--- config.mk ---
export PLATFORM = sky130hd
export DESIGN_NAME = pwr_seq_ctrl
export DESIGN_NICKNAME = d
export VERILOG_FILES = /design/src/rtl/pwr_seq_ctrl.sv
export SDC_FILE = /design/constraint.sdc
export NUM_CORES = 1
export LEC_CHECK = 0
export BUFFER_PORTS_ARGS = -buffer_cell sky130_fd_sc_hd__clkbuf_2
export CAP_MARGIN = 25
export CORE_MARGIN = 5
export CORE_UTILIZATION = 29
export CTS_CLUSTER_SIZE = 28
export DETAILED_ROUTE_END_ITERATION = 8
export PLACE_DENSITY = 0.47
export SKIP_CTS_REPAIR_TIMING = 1
export SLEW_MARGIN = 0
export SYNTH_ARGS = -nofsm -noshare
export SYNTH_HDL_FRONTEND = slang
export SYNTH_SLANG_ARGS = --single-unit
--- constraint.sdc ---
create_clock -name fsm_clk -period 3.2 [get_ports fsm_clk]
set_input_delay 0.32 -clock fsm_clk [delete_from_list [all_inputs] [get_ports fsm_clk]]
set_output_delay 0.32 -clock fsm_clk [all_outputs]
set_load 0.02 [all_outputs]
--- src/rtl/pwr_seq_ctrl.sv ---
// rtl/pwr_seq_ctrl.sv - thermometer-coded power-rail sequencer with programmable step delay
//
// Ramps NUM_STEPS rail enables up/down one step at a time. It supports full off,
// partial power-down to DWN_LEVEL, reversal mid-ramp, a one-time system reset
// release and a ROIC reset pulse.
//
// Optional feature macro: PWR_SEQ_FAULT_EN (fault latch, FAULT state, immediate rails-off).
//
// Ports:
//   fsm_clk     in   sole clock
//   reset       in   asynchronous active-low reset
//   en_pwr_off  in   async level, request all rails off
//   en_pwr_dwn  in   async level, request ramp to DWN_LEVEL
//   fault       in   async rail fault, active high
//   fault_clr   in   synchronous single-cycle fault clear
//   pwr_step    out  thermometer rail enables, bit k-1 on when level >= k
//   init_rst_n  out  system reset, released once after first full ramp
//   roic_reset  out  ROIC reset pulse, ROIC_RST_LEN cycles
//   seq_state   out  state code: OFF=0 UP=1 HOLD=2 DOWN=3 FAULT=4
//   busy        out  level differs from target
module pwr_seq_ctrl #(
    parameter int NUM_STEPS    = 6,
    parameter int CNT_W        = 25,
    parameter int STEP_DELAY   = 1000,
    parameter int LONG_STEP    = 5,
    parameter int LONG_DELAY   = 3000,
    parameter int DWN_LEVEL    = 3,
    parameter int ROIC_STEP    = 5,
    parameter int ROIC_RST_LEN = 4
) (
    input  logic                 fsm_clk,
    input  logic                 reset,
    input  logic                 en_pwr_off,
    input  logic                 en_pwr_dwn,
    input  logic                 fault,
    input  logic                 fault_clr,
    output logic [NUM_STEPS-1:0] pwr_step,
    output logic                 init_rst_n,
    output logic                 roic_reset,
    output logic [2:0]           seq_state,
    output logic                 busy
);

    localparam int LW = $clog2(NUM_STEPS + 1);
    localparam int RW = $clog2(ROIC_RST_LEN + 1);

    localparam logic [LW-1:0]    LVL_MAX   = LW'(NUM_STEPS);
    localparam logic [LW-1:0]    LVL_DWN   = LW'(DWN_LEVEL);
    localparam logic [LW-1:0]    LVL_LONG  = LW'(LONG_STEP - 1);
    localparam logic [LW-1:0]    LVL_ROIC  = LW'(ROIC_STEP);
    localparam logic [LW-1:0]    LVL_ROICM = LW'(ROIC_STEP - 1);
    localparam logic [CNT_W-1:0] D_STEP    = CNT_W'(STEP_DELAY);
    localparam logic [CNT_W-1:0] D_LONG    = CNT_W'(LONG_DELAY);
    localparam logic [RW-1:0]    ROIC_LOAD = RW'(ROIC_RST_LEN - 1);

    typedef enum logic [2:0] {
        S_OFF   = 3'd0,
        S_UP    = 3'd1,
        S_HOLD  = 3'd2,
        S_DOWN  = 3'd3,
        S_FAULT = 3'd4
    } state_t;

    logic off_s1_q, off_s2_q, dwn_s1_q, dwn_s2_q;
    logic fault_lat;

    logic [LW-1:0]        lvl_q, lvl_d, lvl_prev_q, tgt;
    logic [CNT_W-1:0]     cnt_q, cnt_d, delay;
    logic                 dir_up_q, dir_up_d;
    state_t               state_q, state_d;
    logic [NUM_STEPS-1:0] step_q, step_d;
    logic                 busy_q;
    logic                 full_d1_q, full_d2_q, init_q;
    logic [RW-1:0]        roic_cnt_q;
    logic                 roic_q;
    logic                 roic_hit;

`ifdef PWR_SEQ_FAULT_EN
    logic flt_s1_q, flt_s2_q, flt_hold_q;

    // The latch is the synced fault ORed with a sticky copy, so rails drop as
    // soon as the synchroniser output rises; only fault_clr with the fault
    // gone releases the sticky copy.
    assign fault_lat = flt_s2_q | flt_hold_q;

    always_ff @(posedge fsm_clk or negedge reset) begin
        if (!reset) begin
            flt_s1_q   <= 1'b0;
            flt_s2_q   <= 1'b0;
            flt_hold_q <= 1'b0;
        end else begin
            flt_s1_q <= fault;
            flt_s2_q <= flt_s1_q;
            if (flt_s2_q) begin
                flt_hold_q <= 1'b1;
            end else if (fault_clr) begin
                flt_hold_q <= 1'b0;
            end
        end
    end
`else
    logic unused_fault_in;
    assign unused_fault_in = fault ^ fault_clr;
    assign fault_lat       = 1'b0;
`endif

    always_comb begin
        tgt = LVL_MAX;
        if (fault_lat) begin
            tgt = '0;
        end else if (off_s2_q) begin
            tgt = '0;
        end else if (dwn_s2_q) begin
            tgt = LVL_DWN;
        end
    end

    // Only the step up into LONG_STEP gets the long settling delay.
    assign delay = (tgt > lvl_q && lvl_q == LVL_LONG) ? D_LONG : D_STEP;

    always_comb begin
        lvl_d    = lvl_q;
        cnt_d    = '0;
        dir_up_d = dir_up_q;
        if (fault_lat) begin
            lvl_d = '0;
        end else if (lvl_q != tgt) begin
            dir_up_d = (tgt > lvl_q);
            // A direction reversal restarts the interval at the current level.
            if (dir_up_d != dir_up_q) begin
                cnt_d = '0;
            end else if (cnt_q == delay) begin
                lvl_d = dir_up_q ? lvl_q + LW'(1) : lvl_q - LW'(1);
            end else begin
                cnt_d = cnt_q + CNT_W'(1);
            end
        end
    end

    always_comb begin
        if (fault_lat) begin
            state_d = S_FAULT;
        end else if (lvl_d == tgt) begin
            state_d = (tgt == '0) ? S_OFF : S_HOLD;
        end else if (lvl_d < tgt) begin
            state_d = S_UP;
        end else begin
            state_d = S_DOWN;
        end
    end

    always_comb begin
        step_d = '0;
        for (int k = 0; k < NUM_STEPS; k++) begin
            step_d[k] = (lvl_d > LW'(k));
        end
    end

    // One cycle after the level has stepped from ROIC_STEP-1 to ROIC_STEP.
    assign roic_hit = (lvl_q == LVL_ROIC) && (lvl_prev_q == LVL_ROICM);

    always_ff @(posedge fsm_clk or negedge reset) begin
        if (!reset) begin
            off_s1_q   <= 1'b0;
            off_s2_q   <= 1'b0;
            dwn_s1_q   <= 1'b0;
            dwn_s2_q   <= 1'b0;
            lvl_q      <= '0;
            lvl_prev_q <= '0;
            cnt_q      <= '0;
            dir_up_q   <= 1'b1;
            state_q    <= S_OFF;
            step_q     <= '0;
            busy_q     <= 1'b0;
            full_d1_q  <= 1'b0;
            full_d2_q  <= 1'b0;
            init_q     <= 1'b0;
            roic_cnt_q <= '0;
            roic_q     <= 1'b0;
        end else begin
            off_s1_q   <= en_pwr_off;
            off_s2_q   <= off_s1_q;
            dwn_s1_q   <= en_pwr_dwn;
            dwn_s2_q   <= dwn_s1_q;
            lvl_q      <= lvl_d;
            lvl_prev_q <= lvl_q;
            cnt_q      <= cnt_d;
            dir_up_q   <= dir_up_d;
            state_q    <= state_d;
            step_q     <= step_d;
            busy_q     <= (lvl_d != tgt);

            // Rising edge of "fully up", seen through two delay flops; sticky.
            full_d1_q <= (lvl_q == LVL_MAX);
            full_d2_q <= full_d1_q;
            if (full_d1_q && !full_d2_q) begin
                init_q <= 1'b1;
            end

            if (roic_hit) begin
                roic_q     <= 1'b1;
                roic_cnt_q <= ROIC_LOAD;
            end else if (roic_cnt_q != '0) begin
                roic_cnt_q <= roic_cnt_q - RW'(1);
            end else begin
                roic_q <= 1'b0;
            end
        end
    end

    assign pwr_step   = step_q;
    assign init_rst_n = init_q;
    assign roic_reset = roic_q;
    assign seq_state  = state_q;
    assign busy       = busy_q;

endmodule

**Word level (Yosys, flattened, before mapping)**

Index checks and enable logic that the tools add are counted.

- $add $sub $neg: 4
- $mul: 0
- Div/mod/pow operators: 0
- $lt $le $gt $ge: 8
- Equality and inequality tests: 10
- Shift-type cells: 0
- Mux-type cells: 17
- Bitwise gates (word level): 0
- Reduce and logical (&&, ||, !) cells: 7

Operator list:

| operator | count |
|---|---|
| 25-bit two-way mux | 3 |
| 25-bit by 1-bit adder with 25-bit output (second input constant) | 1 |
| 25-bit by 12-bit equality test with 1-bit output | 1 |
| 3-bit two-way mux | 8 |
| 3-bit equality test (second input constant) | 4 |
| 12-bit two-way mux | 1 |
| 3-bit by 1-bit greater-than comparator with 1-bit output (second input constant) | 2 |
| 3-bit by 2-bit greater-than comparator with 1-bit output (second input constant) | 2 |
| 3-bit greater-than comparator (second input constant) | 2 |
| 2-bit two-way mux | 3 |
| 3-bit != test | 2 |
| 3-bit by 1-bit subtractor with 3-bit output (second input constant) | 2 |
| 3-bit by 1-bit adder with 3-bit output (second input constant) | 1 |
| 3-bit equality test | 1 |
| 3-bit greater-than comparator | 1 |
| 1-bit logical AND | 3 |
| 3-bit zero test | 1 |
| 3-bit less-than comparator | 1 |
| 3-bit nonzero test | 1 |
| 1-bit two-way mux | 2 |
| 2-bit != test (second input constant) | 1 |
| 2-bit nonzero test | 1 |
| 1-bit zero test | 1 |
| 1-bit != test | 1 |

- Register bits after elaboration: 53
- Latch bits: 0
- Bits in writable memories: 0
- Memory bits (read-only): 0
- Output and inout port bits: 12
- Logic and storage cells: 62
- Memories kept: 0

**Longest topological paths before layout**

Gate-level depths: netlist of the first run.

- Depth in word-level cells: 12
- Gate-level depth with buffers: 15
- Mapped depth without buffers: 15

**Least setup slack after synthesis of the first run**

OpenSTA, ideal clock, no wires.

- Kind: register -> register
- Start: register lvl_q[1]
- End: register state_q[1] (netlist: seq_state[1])
- Arrival time: 2.783 ns
- Slack: 0.288 ns
- Cell stages (with the launch flop): 14
- Cell sequence: dfrtp_1 inv_1 ha_1 nor2b_1 o2111ai_1 o211a_1 o21ai_2 nor3_4 mux2i_1 inv_1 ha_1 a21o_1 a21oi_1 mux2i_1

- Cells in the longest elaborated chain, start to end: 10

RTL lines:

| element | RTL line | text |
|---|---|---|
| start, declared | 67 | `logic [LW-1:0] lvl_q, lvl_d, lvl_prev_q, tgt;` |
| start signal, assigned | 185 | `lvl_q <= lvl_d;` |
| 3-bit greater-than comparator or 3-bit equality test (tied branches) | 119, 128 |  |
| 1-bit logical AND | 119 | `assign delay = (tgt > lvl_q && lvl_q == LVL_LONG) ? D_LONG : D_STEP;` |
| 12-bit two-way mux | 119 |  |
| 25-bit by 12-bit equality test with 1-bit output | 132 | `end else if (cnt_q == delay) begin` |
| 3-bit two-way mux | 132 |  |
| 3-bit two-way mux | 130 | `if (dir_up_d != dir_up_q) begin` |
| 3-bit two-way mux (*) | 127 | `end else if (lvl_q != tgt) begin` |
| net lvl_d[1] | 67 |  |
| 3-bit less-than comparator | 145 | `end else if (lvl_d < tgt) begin` |
| 2-bit two-way mux | 145 |  |
| 2-bit two-way mux (*) | 143 | `end else if (lvl_d == tgt) begin` |
| net state_d[1] | 70 | `state_t state_q, state_d;` |
| end signal, assigned | 189 | `state_q <= state_d;` |
| end, declared | 70 |  |

The timed path passes the listed nets; every way through them passes the cells marked *.
A chain may end at the register's enable or synchronous reset.

**Worst setup path in the final report of the first run**

Same ends and word-level chain as after synthesis.

==> impl_results.md, run 1 <==
- Outcome: finished clean
- Top post-synthesis cells by count: 50 x dfrtp_1, 39 x nor2_1, 19 x inv_1
- Net switching power: ~0.30 mW
- Switching share of power: 0.2629
- Initial Utilization: 0.2989
- Synthesized area per cell: between 10 and 15 um2
- CTS Buf Count: 5
- Post-DP Area: approximately 2700 um2
- CP top delay family: compound AO/OA/AOI/OAI gates
- Worst stage delay on the critical path: 0.39 ns
- Pin count of the biggest net entering global routing: 36
- Overall die width: 102.3 um
- VDD IR max: ~180 uV
- Post-Synth Adder-Cell Area: 0.05778
- Critical Path AT: 3.14 ns
- Mapped cell area: roughly 2500 um2
- Initial antenna violation count: 0
- Die Y: between 100 and 150 um
- Internal: between 0.8 and 0.9 mW
- Clock network power share: 0.342
- CTS tree: done
- Combinational share of power: 0.074
- Multiplexer share of the synthesized area: 0.02027
- Post-synth EDFFs: 0
- Power per Cell Area: slightly above 400 nW/um2
- WL per Instance: roughly 12 um
- Layout cells sized above 1: 0.1577
- FMAX: 340.8 MHz
- Vias/cell: approximately 4.4
- Worst Path Required: between 3 and 4 ns
- Synthesized flop and latch total: 51
- Pleak: 1.335 nW
- Io pins: 18
- Minimum clock period: 2.934 ns
- Max FO, Critical Path: 5
- Hpwl dp: 3075 um
- Port Buffer Count: 14
- Critical Path Sink Type: register
- Simple-gate portion of the synthesized area: 0.2225
- Final weighted congestion in routability-driven placement: approximately 0.75
- DRC violation count after routing: 0
- Sequential fraction of the synthesis area: 0.5175
- Final instance area: roughly 2800 um2
- # diodes: 0
- Drt first pass iters: 4
- Ranking of synthesized cells by area: dfrtp_1 51%, nor2_1 5.9%, xor2_1 5.0%, ha_1 4.6%, xnor2_1 4.3%
- Vias in the first global route: between 1,500 and 2,000
- MaxCap Viol Count: 0
- Reg power frac: 0.584
- Most used flip-flop cell after synthesis: dfrtp_1
- Worst-path clk slew: ~0.11 ns
- Num rows: 33
- Gr ovfl total: 0
- Main combinational cell family by area after synthesis: simple AND/OR/NAND/NOR gates
- CTS root buf: clkbuf_8
- Slowest-stage cell, CP: dfrtp_1
- Setup repair after global routing missed its margin: false
- Syn nets: 249
- CTS max path bufs: 2
- CP Cell Sequence: inv_1, ha_1, nor2b_1, o2111ai_1, o211a_1, o21ai_2, nor3_4, mux2i_2, inv_1, ha_1, a21o_1, a21oi_1, mux2i_1
- Die area: roughly 10,000 um2
- Pins Over Slew Limit: 0
- Setup-failing EPs final: 0
- Number of DRC markers in iteration 0: between 50 and 60
- Gate Count Post-Synth: approximately 230
- Total GRT Usage: 0.09518
- Via count: approximately 1,600
- Compound-Gate Fraction of Synth Area: 0.03447
- Final period util: 0.9169
- Worst setup SP type: register
- Final hold vios: 0
- Synth top area share: 0.5068
- Dominant cell by count in the synthesized netlist: dfrtp_1
- Netlist cell types: 38
- Design Power: around 1.2 mW
- CP bufs+invs: 2
- Synthesis Warnings: 0
- Htree depth: 2
- Clock sink count: 51
- XOR/XNOR Fraction of Synth Area: 0.09883
- First-pass GRT wire length: around 7900 um
- Clk Latency, worst-skew pair: between 0.3 and 0.4 ns
- Setup TNS: 0 ns
- Layout area overhead: 13.63%
- WS Path Type: reg2reg
- Synth area leader: dfrtp_1
- Worst min-delay path class: in2reg
- Skew final: 0.01296 ns
- ANT nets after route: 0
- Layout Nets: ~280
- Synth async-reset ratio: 1.000
- Core Footprint: around 8300 um2
- Routed wire length: around 4400 um
==> final cells by class <==
class | count | area (um2)
fillers | 865 | 5453
flip-flops and latches | 51 | 1277
multi-input cells | 157 | 1079
repair buffers | 24 | 147.6
well taps | 105 | 131.4
inverters | 20 | 75.07
clock buffers | 5 | 68.82
clock inverters | 3 | 26.28
==> metrics by stage <==
stage | setup WS (ns) | hold slack [ns] | instances | utilization
2_1_floorplan | 0.2881 | 0.02441 | 233 | -
3_3_place_gp | 0.2470 | 0.2976 | 353 | 0.3238
3_5_place_dp | 0.1862 | 0.2871 | 353 | 0.3238
4_1_cts | 0.1715 | -0.06241 | 361 | 0.3353
5_1_grt | 0.01511 | 0.08603 | 365 | 0.3397
6_report | 0.2660 | 0.1051 | 365 | 0.3397
==> cell usage in the layout (no fill, tap or decap), drive strengths merged, types with 3 or more instances in the layout <==
cell / instances
nand4: 6
and4: 3
and3: 6
mux2i: 5
ha: 9
nor3: 7
nor4: 5
inv: 21
xnor2: 13
clkbuf: 19
buf: 9
xor2: 14
nor2: 39
a21o: 3
nand2: 17
nor2b: 4
nand3: 11
dfrtp: 50
==> sequential cells by signal (all words and copies together) (netlist names) <==
signal and flops:
cnt_q 25, dir_up_q 1, dwn_s1_q 1, dwn_s2_q 1
full_d1_q 1, full_d2_q 1, init_rst_n 1, lvl_prev_q 3
lvl_q 3, off_s1_q 1, off_s2_q 1, pwr_step 6
roic_cnt_q 3, roic_reset 1, seq_state 2
==> final timing paths <==
kind                                         start                endpoint  slack [ns]  cells after the start
worst max-delay path            lvl_q[1]$_DFF_PN0_  seq_state[1]$_DFF_PN0_        0.27                     13
worst min-delay path                    en_pwr_dwn      dwn_s1_q$_DFF_PN0_        0.11                      1
worst max register to register  lvl_q[1]$_DFF_PN0_  seq_state[1]$_DFF_PN0_        0.27                     13
worst min register to register  off_s1_q$_DFF_PN0_      off_s2_q$_DFF_PN0_        0.36                      0
max in group asynchronous                    reset    dir_up_q$_DFFE_PN1P_        1.90                      3
min in group asynchronous                    reset     cnt_q[11]$_DFF_PN0_        0.48                      2
==> power groups by stage <==
stage | sequential (mW) | combinational (mW) | clock [mW]
after floorplan | 0.685 | 0.0553 | 0
after global placement | 0.685 | 0.0882 | 0
after detailed placement | 0.684 | 0.0885 | 0
after CTS | 0.672 | 0.0886 | 0.415
after global routing | 0.675 | 0.101 | 0.443
final | 0.672 | 0.0855 | 0.393
==> kinds of logic (layout without fill, tap and decap cells) <==
kind of cell	after synthesis	after routing
and+or+nand+nor	102	102
AOI/OAI and AO/OA	11	11
DFF	51	51
muxes	5	5
other	1	1
adders and majority gates	11	11
buffers and inverters	25	52
xor gates and xnor gates	27	27
==> metal layers <==
metal  vias to the layer above  routed length (um)  track usage
met2                        15                2019       0.1424
met4                         0                  57      0.03330
li1                        815                   -            -
met1                       786                2208       0.1356
met3                         5                  84      0.02116
met5                         -                   0            0
No activity file was read; power rests on OpenSTA's default activity.
==> inputs of run 2 (changes only) <==
--- a/config.mk
+++ b/config.mk
@@ -9,8 +9,10 @@
 export CAP_MARGIN = 25
 export CORE_MARGIN = 5
 export CORE_UTILIZATION = 29
+export CTS_BUF_LIST = sky130_fd_sc_hd__clkbuf_8
 export CTS_CLUSTER_SIZE = 28
 export DETAILED_ROUTE_END_ITERATION = 8
+export GPL_TIMING_DRIVEN = 0
 export PLACE_DENSITY = 0.47
 export SKIP_CTS_REPAIR_TIMING = 1
 export SLEW_MARGIN = 0
==> run 2 against run 1 <==
The run now ends with negative hold slack left. Sequential power is essentially flat. Register-to-register slack lost 0.08 ns. Core utilization grew 1.2 points. Global-route usage shrank 0.23 points. Cell area grew 3.5%. Final cell count grew 1.4%. Worst hold slack lost 0.13 ns. Highest routed layer unchanged.
==> impl_results.md, run 2 (synthesis results as in run 1) <==
- Skew final: 0.003575 ns
- Critical Path Sink Type: register
- Layout cells sized above 1: 0.2113
- Io pins: 18
- Met2 WL post-DR: roughly 2100 um
- Worst hold margin: -0.02800 ns
- Worst setup SP type: register
- Crit path top cell by count: ha_1
- Max-slew headroom: 0.6492
- WL per Instance: around 12 um
- Core Footprint: around 8300 um2
- Max Used Layer: met4
- Vias/cell: approximately 4.4
- Clk Latency, worst-skew pair: 0.30 ns
- Worst-Margin Slew: between 0.5 and 0.6 ns
- Most common cell after layout, fill and taps aside: dfrtp_1
- Clock sink count: 51
- Power per Cell Area: around 400 nW/um2
- Number of DRC markers in iteration 0: 47
- VDD IR max: around 170 uV
- MaxCap Viol Count: 0
- Final instance area: 2903 um2
- Gr ovfl total: 0
- FMAX: around 330 MHz
- Slowest-stage cell, CP: dfrtp_2
- CP top delay family: adder cells
- Initial Utilization: 0.2989
- Die Y: 102.3 um
- Final hold vios: 18
- Post-DP Area: roughly 2700 um2
- Worst stage delay on the critical path: about 0.44 ns
- Die area: about 10,000 um2
- Final period util: 0.9409
- Total GRT Usage: 0.09286
- ANT nets after route: 0
- Biggest register: cnt_q
- DRC violation count after routing: 0
- Overall die width: between 100 and 150 um
- M1 wire length: around 2300 um
- Worst-path clk slew: 0.10 ns
- Layout Nets: 280
- CTS root buf: clkbuf_8
- Worst min-delay path class: in2async
- Routed wire length: 4474 um
- Failing checks: negative hold slack
- WS Path Type: reg2reg
- Pin count of the biggest net entering global routing: 34
- Port Buffer Count: 14
- CTS max path bufs: 2
- Met3 wire len: around 74 um
- Hpwl dp: about 3200 um
- Htree depth: 2
- Worst Path Required: around 3.4 ns
- CTS tree: done
- Critical Path AT: ~3.2 ns
- Largest register FFs: 25
- CP Cell Sequence: inv_2, nand2_1, ha_1, nor2b_4, nor2_1, maj3_2, xnor2_2, nor3_4, mux2i_2, inv_1, ha_1, a21o_1, a21oi_1, mux2i_1
- # diodes: 0
- Initial antenna violation count: 0
- CP bufs+invs: 2
- Max FO, Critical Path: 5
- Drt first pass iters: 4
- Minimum clock period: roughly 3 ns
- Vias in the first global route: 1,586
- Pins Over Slew Limit: 0
- Outcome: complete, but fails checks
- Most frequent cells in the layout: 48 x dfrtp_1, 39 x nor2_1, 17 x nand2_1, 17 x inv_1
- Layout area overhead: 17.59%
- Final weighted congestion in routability-driven placement: 0.7639
- Pleak: around 1.4 nW
- Num rows: 33
- Via count: 1,620
- Setup-failing EPs final: 0
- First-pass GRT wire length: between 7000 and 8000 um
- CTS Buf Count: 5
-- run 2: cell types whose count changed in the layout (fill, tap and decap cells not counted), moves of 2 or more --
cell / delta
dfrtp_1: -2
inv_1: -2
clkinvlp_4: +2
buf_4: +4
inv_2: +2
dfrtp_2: +2
-- run 2: metal layers --
metal  vias to the layer above  GRT usage
met5                         -          0
met2                        11     0.1394
li1                        834          -
met1                       771     0.1312
met4                         0    0.03633
met3                         4    0.01911
-- run 2: layout make-up --
class                           count  area, um2
Buffer                              5      41.29
Clock buffer                        5      68.82
Clock inverter                      3      23.77
Fill cell                         837       5355
Inverter                           20      75.07
Multi-Input combinational cell    157       1125
Sequential cell                    51       1280
Tap cell                          105      131.4
Timing Repair Buffer               24      157.7
-- run 2: final timing paths --
kind                                    startpoint                endpoint  slack (ns)  cells after the start
worst max-delay path            off_s2_q$_DFF_PN0_  seq_state[1]$_DFF_PN0_        0.19                     14
worst min-delay path                         reset     cnt_q[22]$_DFF_PN0_       -0.03                      1
worst max register to register  off_s2_q$_DFF_PN0_  seq_state[1]$_DFF_PN0_        0.19                     14
worst min register to register  off_s1_q$_DFF_PN0_      off_s2_q$_DFF_PN0_        0.36                      0
max in group asynchronous                    reset    dir_up_q$_DFFE_PN1P_        2.62                      2
min in group fsm_clk                    en_pwr_off      off_s1_q$_DFF_PN0_        0.11                      1
-- run 2: through the flow --
stage          power [mW]  setup WS, ns  setup TNS [ns]  std cells  utilization
6_report            1.159        0.1892               0        370       0.3515
5_1_grt             1.215      -0.01262        -0.01262        370       0.3515
4_1_cts             1.173       -0.1449         -0.1449        361       0.3370
3_5_place_dp       0.7776       -0.1054         -0.1054        353       0.3258
3_3_place_gp       0.7741       -0.1216         -0.1216        352       0.3233
2_1_floorplan      0.7400        0.2881               0        233            -
-- run 2: where the power goes --
group	leakage [nW]	internal [mW]	switching, mW	total, mW
Clock	0.0408	0.157	0.230	0.386
Sequential	0.690	0.658	0.0159	0.674
Combinational	0.637	0.0388	0.0597	0.0985
==> inputs of run 3 (changes only) <==
--- a/config.mk
+++ b/config.mk
@@ -7,11 +7,13 @@
 export LEC_CHECK = 0
 export BUFFER_PORTS_ARGS = -buffer_cell sky130_fd_sc_hd__clkbuf_2
 export CAP_MARGIN = 25
+export CORE_ASPECT_RATIO = 0.7
 export CORE_MARGIN = 5
 export CORE_UTILIZATION = 29
 export CTS_BUF_LIST = sky130_fd_sc_hd__clkbuf_8
 export CTS_CLUSTER_SIZE = 28
 export DETAILED_ROUTE_END_ITERATION = 8
+export GPL_ROUTABILITY_DRIVEN = 1
 export GPL_TIMING_DRIVEN = 0
 export PLACE_DENSITY = 0.47
 export SKIP_CTS_REPAIR_TIMING = 1
==> run 3 against run 2 <==
The run now ends clean. Clock skew up 0.0043 ns. Total power grew 5.6%. Setup slack better by 0.0029 ns. Fmax is essentially flat. Non-clock buffer count is 3 lower. Clock power rose by 19%. Count of clock-buffer cells in the layout is the same. Core utilization shrank 0.84 points. First-iteration DRC count rose by 51%. Sequential power is essentially flat. Final cell count is 0.81% lower. Cell area is 1.0% lower.
==> impl_results.md, run 3 (synthesis results as in run 1) <==
- Gr ovfl total: 0
- Filler cells: 840
- Core Footprint: approximately 8400 um2
- Routed wire length: approximately 4400 um
- Most common cell after layout, fill and taps aside: dfrtp_1
- # diodes: 0
- Critical Path Sink Type: register
- Hpwl dp: approximately 3200 um
- Area of the multi-input gates: around 1100 um2
- CP bufs+invs: 2
- Worst-path clk slew: 0.10 ns
- Layout Nets: ~280
- Pleak: 1.366 nW
- Design Power: about 1.2 mW
- Die area: ~10,000 um2
- Initial Utilization: 0.2948
- Initial antenna violation count: 0
- Worst setup SP type: register
- Number of DRC markers in iteration 0: 71
- Clk Latency, worst-skew pair: ~0.3 ns
- Vias/cell: 4.357
- First-pass GRT wire length: 7624 um
- Critical Path AT: ~3.2 ns
- CP top delay family: adder cells
- Most frequent cells in the layout: 49 x dfrtp_1, 39 x nor2_1, 18 x inv_1
- Clock sink count: 51
- CTS root buf: clkbuf_8
- Worst stage delay on the critical path: 0.40 ns
- Final period util: 0.9400
- Slowest-stage cell, CP: dfrtp_1
- MaxCap Viol Count: 0
- WS Path Type: reg2reg
- Vias in the first global route: ~1,600
- Minimum clock period: roughly 3 ns
- Layout area overhead: 16.37%
- Final weighted congestion in routability-driven placement: 0.7226
- Skew final: 0.007849 ns
- Worst min-delay path class: in2reg
- CTS max path bufs: 2
- Overall die width: between 100 and 150 um
- Biggest register: cnt_q
- Non-filler cells, final: around 370
- Layout cells sized above 1: 0.1870
- Fin util: 0.3431
- Max FO, Critical Path: 6
- Port Buffer Count: 14
- Die Y: roughly 87 um
- Worst hold margin: around 0.12 ns
- Crit path top cell by count: ha_1
- WL per Instance: ~12 um
- Htree depth: 2
- Final hold vios: 0
- Num rows: 28
- CTS Buf Count: 5
- Worst Path Required: around 3.4 ns
- CTS tree: done
- Outcome: finished clean
- Total GRT Usage: 0.09144
- FMAX: between 300 and 400 MHz
- ANT nets after route: 0
- CP Cell Sequence: inv_2, ha_1, nor2b_2, nor2_1, maj3_2, xnor2_2, nor3_4, mux2i_2, inv_1, ha_1, a21o_1, a21oi_1, mux2i_1
- DRC violation count after routing: 0
- Dpl cells: 353
- Via count: 1,599
- Pin count of the biggest net entering global routing: 35
- Largest register FFs: 25
- Reg area: around 1300 um2
- VDD IR max: 227.5 uV
- Pins Over Slew Limit: 0
- Io pins: 18
- Drt first pass iters: 4
- Power per Cell Area: about 430 nW/um2
- Setup-failing EPs final: 0
==> run 3: cell types whose count changed in the layout (fill, tap and decap cells not counted), sizes merged <==
cell,before,now
buf,15,11
bufinv,0,1
dlygate4sd3,0,1
clkinvlp,2,0
inv,20,19
clkinv,1,3
==> run 3: power by group <==
group / internal (mW) / total (mW) / switching, mW
clock: 0.233 / 0.458 / 0.224
combinational: 0.0343 / 0.0912 / 0.0569
sequential: 0.658 / 0.674 / 0.0168
==> run 3: cell type report <==
class,instances,area share
flip-flops and latches,51,0.4451
well taps,105,0.04573
multi-input cells,157,0.3815
clock buffers,5,0.02395
inverters,20,0.02613
repair buffers,21,0.04791
clock inverters,3,0.01524
plain buffers,5,0.01437
==> run 3: path summary, 6_finish.rpt <==
path	from	to	slack (ns)	depth (start not counted)
setup / recovery	lvl_q[1]$_DFF_PN0_	seq_state[1]$_DFF_PN0_	0.19	13
hold / removal	en_pwr_dwn	dwn_s1_q$_DFF_PN0_	0.12	1
setup reg to reg	lvl_q[1]$_DFF_PN0_	seq_state[1]$_DFF_PN0_	0.19	13
hold reg to reg	dwn_s1_q$_DFF_PN0_	dwn_s2_q$_DFF_PN0_	0.36	0
max in group asynchronous	reset	dir_up_q$_DFFE_PN1P_	2.08	3
min in group asynchronous	reset	cnt_q[9]$_DFF_PN0_	0.50	2
==> run 3: worst reg2reg max path, stage by stage, from the launching register on <==
cell     delay [ns]
dfrtp_1        0.40
inv_2          0.10
ha_1           0.30
nor2b_2        0.18
nor2_1         0.06
maj3_2         0.35
xnor2_2        0.17
nor3_4         0.27
mux2i_2        0.27
inv_1          0.10
ha_1           0.30
a21o_1         0.16
a21oi_1        0.15
mux2i_1        0.09
==> run 3: per-layer routing <==
| layer | part of all wire | track usage | vias up | wire length [um] |
|---|---|---|---|---|
| met5 | 0 | 0 | - | 0 |
| met2 | 0.40 | 0.1284 | 17 | 1759 |
| met4 | 0.014 | 0.03086 | 0 | 62 |
| met1 | 0.55 | 0.1352 | 756 | 2432 |
| met3 | 0.033 | 0.02468 | 4 | 146 |
| li1 | - | - | 822 | - |
==> run 3: metrics by stage <==
stage | area (um2) | setup WS [ns] | setup TNS (ns)
finish | 2873 | 0.1921 | 0
global route | 2873 | -0.02374 | -0.02374
CTS | 2803 | -0.1764 | -0.1764
detailed placement | 2690 | -0.1458 | -0.1458
global placement | 2670 | -0.1363 | -0.1363
floorplan | 2469 | 0.2881 | 0
